**src/rtl/cacheline_adaptor.sv**
```systemverilog
// cacheline_adaptor
//   Bridges the L1 cache's line-wide physical-memory port to a narrower,
//   burst-oriented main-memory port. A line write is sent as BEATS beats
//   (lowest word first). A line read is reassembled from BEATS beats. Each
//   line operation ends with a single-cycle resp_o to the cache.
//
// Ports
//   clk, rst    clock; synchronous active-low reset
//   line_i      line to write, captured when a write is accepted
//   line_o      assembled read line (valid from the resp_o cycle)
//   address_i   line address from the cache
//   read_i      cache fill request (level, held until resp_o)
//   write_i     cache write-back request (level, held until resp_o)
//   resp_o      one-cycle completion pulse to the cache
//   burst_i     read beat from memory
//   burst_o     write beat to memory
//   address_o   line-aligned memory address
//   read_o      memory read request
//   write_o     memory write request
//   resp_i      memory beat strobe, one beat per high cycle
module cacheline_adaptor #(
  parameter  int BURST_W = 64,
  parameter  int BEATS   = 4,
  localparam int LINE_W  = BURST_W * BEATS
) (
  input  logic               clk,
  input  logic               rst,
  input  logic [LINE_W-1:0]  line_i,
  output logic [LINE_W-1:0]  line_o,
  input  logic [31:0]        address_i,
  input  logic               read_i,
  input  logic               write_i,
  output logic               resp_o,
  input  logic [BURST_W-1:0] burst_i,
  output logic [BURST_W-1:0] burst_o,
  output logic [31:0]        address_o,
  output logic               read_o,
  output logic               write_o,
  input  logic               resp_i
);

  localparam int               CNT_W = (BEATS > 1) ? $clog2(BEATS) : 1;
  // Byte-offset bits inside one line; these are zeroed on the memory address.
  localparam int               OFS_W = $clog2(LINE_W / 8);
  localparam logic [CNT_W-1:0] LAST  = CNT_W'(BEATS - 1);

  typedef enum logic [1:0] {IDLE, RD, WR, DONE} state_e;

  state_e                          state_q, state_d;
  logic [CNT_W-1:0]                cnt_q, cnt_d;
  logic [31:0]                     addr_q, addr_d;
  logic [BEATS-1:0][BURST_W-1:0]   wline_q, wline_d;
  logic [BEATS-1:0][BURST_W-1:0]   rline_q, rline_d;

  always_ff @(posedge clk) begin
    if (!rst) begin
      state_q <= IDLE;
      cnt_q   <= '0;
      addr_q  <= '0;
      wline_q <= '0;
      rline_q <= '0;   // partial fill data is dropped
    end else begin
      state_q <= state_d;
      cnt_q   <= cnt_d;
      addr_q  <= addr_d;
      wline_q <= wline_d;
      rline_q <= rline_d;
    end
  end

  always_comb begin
    state_d = state_q;
    cnt_d   = cnt_q;
    addr_d  = addr_q;
    wline_d = wline_q;
    rline_d = rline_q;
    read_o  = 1'b0;
    write_o = 1'b0;
    resp_o  = 1'b0;
    burst_o = '0;
    case (state_q)
      IDLE: begin
        // Write-back has priority so the victim line leaves before the fill;
        // a concurrent read stays pending and is taken on a later IDLE cycle.
        if (write_i) begin
          addr_d  = {address_i[31:OFS_W], {OFS_W{1'b0}}};
          wline_d = line_i;
          state_d = WR;
        end else if (read_i) begin
          addr_d  = {address_i[31:OFS_W], {OFS_W{1'b0}}};
          state_d = RD;
        end
      end
      RD: begin
        read_o = 1'b1;
        if (resp_i) begin
          rline_d[cnt_q] = burst_i;
          // The counter holds on the last beat and is cleared in DONE, so it
          // never wraps by overflow.
          if (cnt_q == LAST) state_d = DONE;
          else               cnt_d   = cnt_q + 1'b1;
        end
      end
      WR: begin
        write_o = 1'b1;
        burst_o = wline_q[cnt_q];
        if (resp_i) begin
          if (cnt_q == LAST) state_d = DONE;
          else               cnt_d   = cnt_q + 1'b1;
        end
      end
      DONE: begin
        // Requests still held high here belong to the finished operation and
        // are not re-accepted; acceptance happens only in IDLE.
        resp_o  = 1'b1;
        cnt_d   = '0;
        state_d = IDLE;
      end
      default: state_d = IDLE;
    endcase
  end

  assign address_o = addr_q;
  assign line_o    = rline_q;

endmodule

```
**config.mk**
```make
export PLATFORM = sky130hd
export DESIGN_NAME = cacheline_adaptor
export DESIGN_NICKNAME = d
export VERILOG_FILES = /design/src/rtl/cacheline_adaptor.sv
export SDC_FILE = /design/constraint.sdc
export NUM_CORES = 1
export LEC_CHECK = 0
export BUFFER_PORTS_ARGS = -buffer_cell sky130_fd_sc_hd__clkbuf_2
export CORE_AREA = 2 2 278 280
export DETAILED_ROUTE_END_ITERATION = 16
export DIE_AREA = 0 0 280 282
export GPL_ROUTABILITY_DRIVEN = 0
export GPL_TIMING_DRIVEN = 1
export PLACE_DENSITY = 0.52
export SYNTH_ARGS = -nofsm -noshare
export SYNTH_HDL_FRONTEND = slang
export SYNTH_SLANG_ARGS = --single-unit
```
**constraint.sdc**
```tcl
create_clock -name clk -period 1.81 [get_ports clk]
set_input_delay 0.4525 -clock clk [delete_from_list [all_inputs] [get_ports clk]]
set_output_delay 0.4525 -clock clk [all_outputs]
set_load 0.05 [all_outputs]
```
==> qor.csv, run 1 <==
stage,metric,value,unit
sta,setup_ws,-0.816,ns
drt,ant_nets,0,
floorplanning,die_y,282,um
final_layout,final_cell_count_no_fill,4301,
cts,cts-root-buf,clkbuf_16,
sta,setup_tns,-50.12,ns
final_layout,design_area,31500,um2
floorplanning,io_pins,712,
place,hpwl,58100,um
sta,finalSetupViolations,159,
synthesis,synthFlopType,dfxtp_1,
worst_setup_path,endpoint_kind,output pin,
worst_setup_path,worstSetupStartpoint,cnt_q[1],
synthesis,yosysTopAreaCell,dfxtp_1,
worst_setup_path,r2r_slack,-0.08,ns
worst_setup_path,crit_required,1.36,ns
global_route,grt_pass1_vias,19400,
cts,cts_max_level,2,
floorplanning,rows,101,
drt,wl,81600,um
run_status,violations,negative setup slack,
place,placedInstanceArea,27800,um2
floorplanning,die_w,280,um
synthesis,synth_cell_type_count,30,
final_layout,nets,3629,
drt,wl_per_cell,19.0,um
synthesis,avgSynthCellArea,8.73,um2
sta,finClkSkew,0.0314,ns
worst_setup_path,crit_type,reg2out,
final_layout,fill_cells,7738,
synthesis,synth-async-reset-ratio,0,%
drt,dr.pass1.iters,5,
drt,drc_errors,0,
synthesis,synth_seq_area_share,49.1,%
drt,dr_total_vias,19800,
drt,drtIter0Drc,926,
hold_path,whs_endpoint,wline_q[100],
sta,slew_viol_final,0,
floorplanning,die_area,79000,um2
final_layout,seq_area,10900,um2
cts,clkLatencyLatePin,0.62,ns
cts,clk_pin_slew,0.06,ns
worst_setup_path,reg2reg_depth,9,
final_layout,area_delta_synth_final,42.3,%
cts,cts_sinks,543,
synthesis,ys_warn_count,0,
sta,rsz0062_at_grt,yes,
sta,hold_viol,0,
final_layout,drive_gt1_share,33.7,%
cts,numCtsBuffers,60,
synthesis,synth_top_area_share,49.1,%
sta,fmax,381,MHz
synthesis,ys_seq_elements,543,
synthesis,synthesis.instances,2536,
synthesis,yosysMostFrequentCell,nand2_1,
cts,tritoncts,done,
global_route,grt_max_degree,69,
synthesis,ys_top_cells_by_count,"1085 x nand2_1, 543 x dfxtp_1, 516 x a21boi_0",
pwr,ir_worst_vdd,925,uV
place,dpl_worst_slack,-0.265,ns
drt,post_drt_via_cell_ratio,4.60,
worst_setup_path,r2r_start,cnt_q[1],
floorplanning,core,75700,um2
final_layout,fin_util,41.6,%
cts,ctsHoldBuffers,0,
pwr,leakage,12.8,nW
synthesis,syn_area,22100,um2
worst_setup_path,cp_max_fo,6,
run_status,outcome,finished with violations,
sta,finalHoldWorstSlack,0.0593,ns
sta,period_minus_slack,2.63,ns
synthesis,synth_edf_count,0,
place,port_buffers,701,
hold_path,hold_depth,3,
pwr,power.density,1200,nW/um2
global_route,antenna_found_initial,15,
hold_path,min_path_type,in2reg,
floorplanning,initial_utilization,29.2,%
worst_setup_path,critPathLaunchType,flip-flop,
final_layout,multi_input_area,10600,um2
synthesis,synthTopCellsByArea,"dfxtp_1 49%, nand2_1 18%, a21boi_0 17%",
run,cap_violations,0,
hold_path,worstHoldStart,line_i[100],
worst_setup_path,crit_arrival,2.17,ns
global_route,grt_overflow,0,
global_route,grt_pass1_wl,120000,um
global_route,track_usage,19.9,%
worst_setup_path,r2r_end,line_o[8],
place,placed_cells,4141,
pwr,p_total,37.9,mW
sta,timing.final.crit_share,145,%
cts,clockBufferDepth,3,
-- flip-flops by register name, indices dropped and copies added, names as in the netlist --
register	count
state_q	2
wline_q	256
cnt_q	2
address_o	27
line_o	256
-- cell usage in the layout (no fill, tap or decap), types with 22 or more instances in the layout --
cell type and count:
mux4_2 64, a21boi_1 61, nand2_1 1083, buf_4 74
clkbuf_16 92, a21boi_0 474, buf_8 24, and2_4 63
clkbuf_1 22, clkbuf_2 631, dfxtp_1 538, buf_12 67
-- logic make-up after synthesis --
kind of cell               after synthesis  share of synthesized area [%]
adders and majority gates                9                          0.509
buffers and inverters                  207                           4.60
muxes                                   67                           6.65
and+or+nand+nor                       1164                           20.6
AOI/OAI and AO/OA                      545                           18.5
DFF                                    543                           49.1
other                                    1                         0.0169
-- critical path, cell delays in order (launching register included) --
cell,delay (ns)
dfxtp_4,0.43
buf_6,0.16
buf_16,0.13
mux4_2,0.49
and2_4,0.17
clkbuf_16,0.17
-- how the worst max path moves through the flow --
stage | to
floorplan | burst_o[28]
global placement | burst_o[55]
detailed placement | burst_o[32]
CTS | burst_o[57]
global route | burst_o[27]
finish | burst_o[54]
-- report_power, final --
group / switching, mW / internal, mW
Sequential: 0.778 / 13.3
Combinational: 6.74 / 4.81
Clock: 5.06 / 7.23
Total: 12.6 / 25.4
-- what timing repair did --
item	4_1_cts	5_1_grt
pin swaps	22	15
setup endpoints to repair	359	477
gates cloned	13	3
gates resized for setup	204	101
setup buffers	16	9
-- cell type report --
cell class / instances / area share [%]
sequential: 543 / 34.5
inverter: 4 / 0.0715
antenna: 11 / 0.0874
tap: 978 / 3.88
clock inverter: 17 / 0.659
clock buffer: 94 / 5.59
multi-input combinational: 1790 / 33.7
timing repair buffer: 864 / 21.5
-- metal layers --
metal	part of all wire (%)	routed length, um	GRT usage [%]
met3	7.8	6390	5.80
met2	47	38500	33.2
met4	3.3	2710	7.17
met1	42	33900	24.3
met5	0.081	66	0
(Power assumes the default switching activity.)
==> run 2: changes to the inputs <==
--- a/config.mk
+++ b/config.mk
@@ -11,5 +11,4 @@
 export DIE_AREA = 0 0 280 282
 export GPL_ROUTABILITY_DRIVEN = 0
-export GPL_TIMING_DRIVEN = 1
 export PLACE_DENSITY = 0.52
 export SYNTH_ARGS = -nofsm -noshare
==> constraint.sdc (replaced) <==
create_clock -name clk -period 1.81 [get_ports clk]
set_input_delay 0.181 -clock clk [delete_from_list [all_inputs] [get_ports clk]]
set_output_delay 0.181 -clock clk [all_outputs]
set_load 0.05 [all_outputs]
==> qor.csv, run 2 (synthesized netlist as in run 1, its figures left out) <==
stage,metric,value,unit
cts,numCtsBuffers,60,
floorplanning,initial_utilization,29.2,%
worst_setup_path,endpoint_kind,output pin,
cts,tritoncts,done,
final_layout,area_delta_synth_final,58.8,%
drt,post_drt_via_cell_ratio,4.61,
worst_setup_path,crit_arrival,2.19,ns
sta,setup_ws,-0.564,ns
cts,clkLatencyLatePin,0.62,ns
sta,finClkSkew,0.0256,ns
floorplanning,die_w,280,um
drt,dr.pass1.iters,4,
hold_path,min_path_type,in2reg,
sta,setup_tns,-31.50,ns
drt,dr_total_vias,21400,
sta,hold_viol,0,
place,port_buffers,701,
global_route,grt_overflow,0,
global_route,grt_pass1_vias,21400,
sta,fmax,421,MHz
run_status,outcome,finished with violations,
place,dpl_worst_slack,-0.0612,ns
pwr,ir_worst_vdd,852,uV
place,hpwl,56200,um
drt,drtIter0Drc,1308,
run_status,violations,negative setup slack,
global_route,grt_pass1_wl,126000,um
final_layout,fin_util,46.4,%
cts,cts_max_level,2,
final_layout,nets,3979,
final_layout,final_cell_mix,"1055 x nand2_1, 633 x clkbuf_2, 539 x dfxtp_1",
final_layout,drive_gt1_share,31.2,%
cts,cts_sinks,543,
sta,tightest_slew,0.506,ns
worst_setup_path,critPathLaunchType,flip-flop,
pwr,leakage,14.3,nW
sta,rsz0062_at_grt,yes,
sta,slew_headroom,66.3,%
pwr,power.density,1100,nW/um2
sta,timing.final.crit_share,131,%
drt,wl,88400,um
sta,finalSetupViolations,66,
cts,clockBufferDepth,3,
worst_setup_path,crit_type,reg2out,
final_layout,final_common_cell,nand2_1,
sta,slew_viol_final,0,
global_route,antenna_found_initial,3,
cts,clk_pin_slew,0.06,ns
drt,ant_nets,0,
drt,drc_errors,0,
floorplanning,die_y,282,um
floorplanning,die_area,79000,um2
global_route,grt_max_degree,84,
global_route,track_usage,20.5,%
floorplanning,io_pins,712,
floorplanning,core,75700,um2
floorplanning,rows,101,
sta,period_minus_slack,2.37,ns
cts,cts-root-buf,clkbuf_16,
worst_setup_path,cp_max_fo,11,
run,cap_violations,0,
drt,wl_per_cell,19.0,um
worst_setup_path,crit_required,1.63,ns
==> run 2: changes by cell type in the layout (fill, tap and decap cells not counted), moves of 10 or more <==
cell           change
nand2_1           -28
nand2_4           +14
buf_6             +10
nand2_2           +14
dlygate4sd3_1    +348
buf_8             +11
a21boi_1          +16
a21boi_0          -14
clkbuf_16         +13
==> run 2: power by group <==
group	total (mW)	leakage [nW]	switching [mW]	internal (mW)
clock network	12.1	0.955	5.15	6.98
logic	12.3	8.93	7.00	5.30
registers	14.1	4.42	0.776	13.3
==> run 2: cell type report <==
type | count | area (um2)
antenna | 3 | 7.51
clock buffer | 96 | 1810
clock inverter | 14 | 145
fill | 7296 | 40500
inverter | 4 | 17.5
multi-input combinational | 1790 | 10700
sequential | 543 | 10900
tap | 978 | 1220
timing repair buffer | 1214 | 10300
==> run 2: metrics by stage <==
step | hold slack [ns] | instance area [um2] | power (mW) | cells
after CTS | 0.00316 | 34200 | 38.2 | 4601
after floorplan | 0.316 | 22300 | 20.6 | 2540
after global placement | 0.404 | 27300 | 24.3 | 4112
after detailed placement | 0.410 | 27300 | 24.3 | 4112
after global routing | 0.0277 | 35200 | 40.3 | 4642
final | 0.0394 | 35200 | 38.5 | 4642
==> run 2: path summary, 6_finish.rpt <==
kind	from	endpoint	slack, ns	cells after the start
max	cnt_q[0]	burst_o[12]	-0.56	4
min reg2reg	line_o[255]	line_o[255]	0.45	2
min	rst	wline_q[124]	0.04	2
max reg2reg	cnt_q[1]	line_o[34]	-0.01	9
==> run 2: timing repair <==
item	CTS	global route
hold buffers	348	0
buffers inserted	23	26
endpoints found under the setup margin	138	365
endpoints found under the hold margin	540	0
gates resized for setup	221	205
pin swaps	30	74
cloned	8	19
==> run 2: per-layer routing <==
metal | GRT usage, % | vias up | routed length, um
li1 | - | 10400 | -
met1 | 24.7 | 10100 | 36500
met2 | 35.4 | 707 | 43100
met3 | 4.92 | 163 | 5710
met4 | 7.36 | 0 | 2990
met5 | 0 | - | 0
==> run 2: worst max-delay path, cell delays in order (launching register included) <==
cell and delay (ns):
dfxtp_4 0.44, buf_12 0.18, mux4_2 0.55, and2_2 0.23
buf_8 0.15
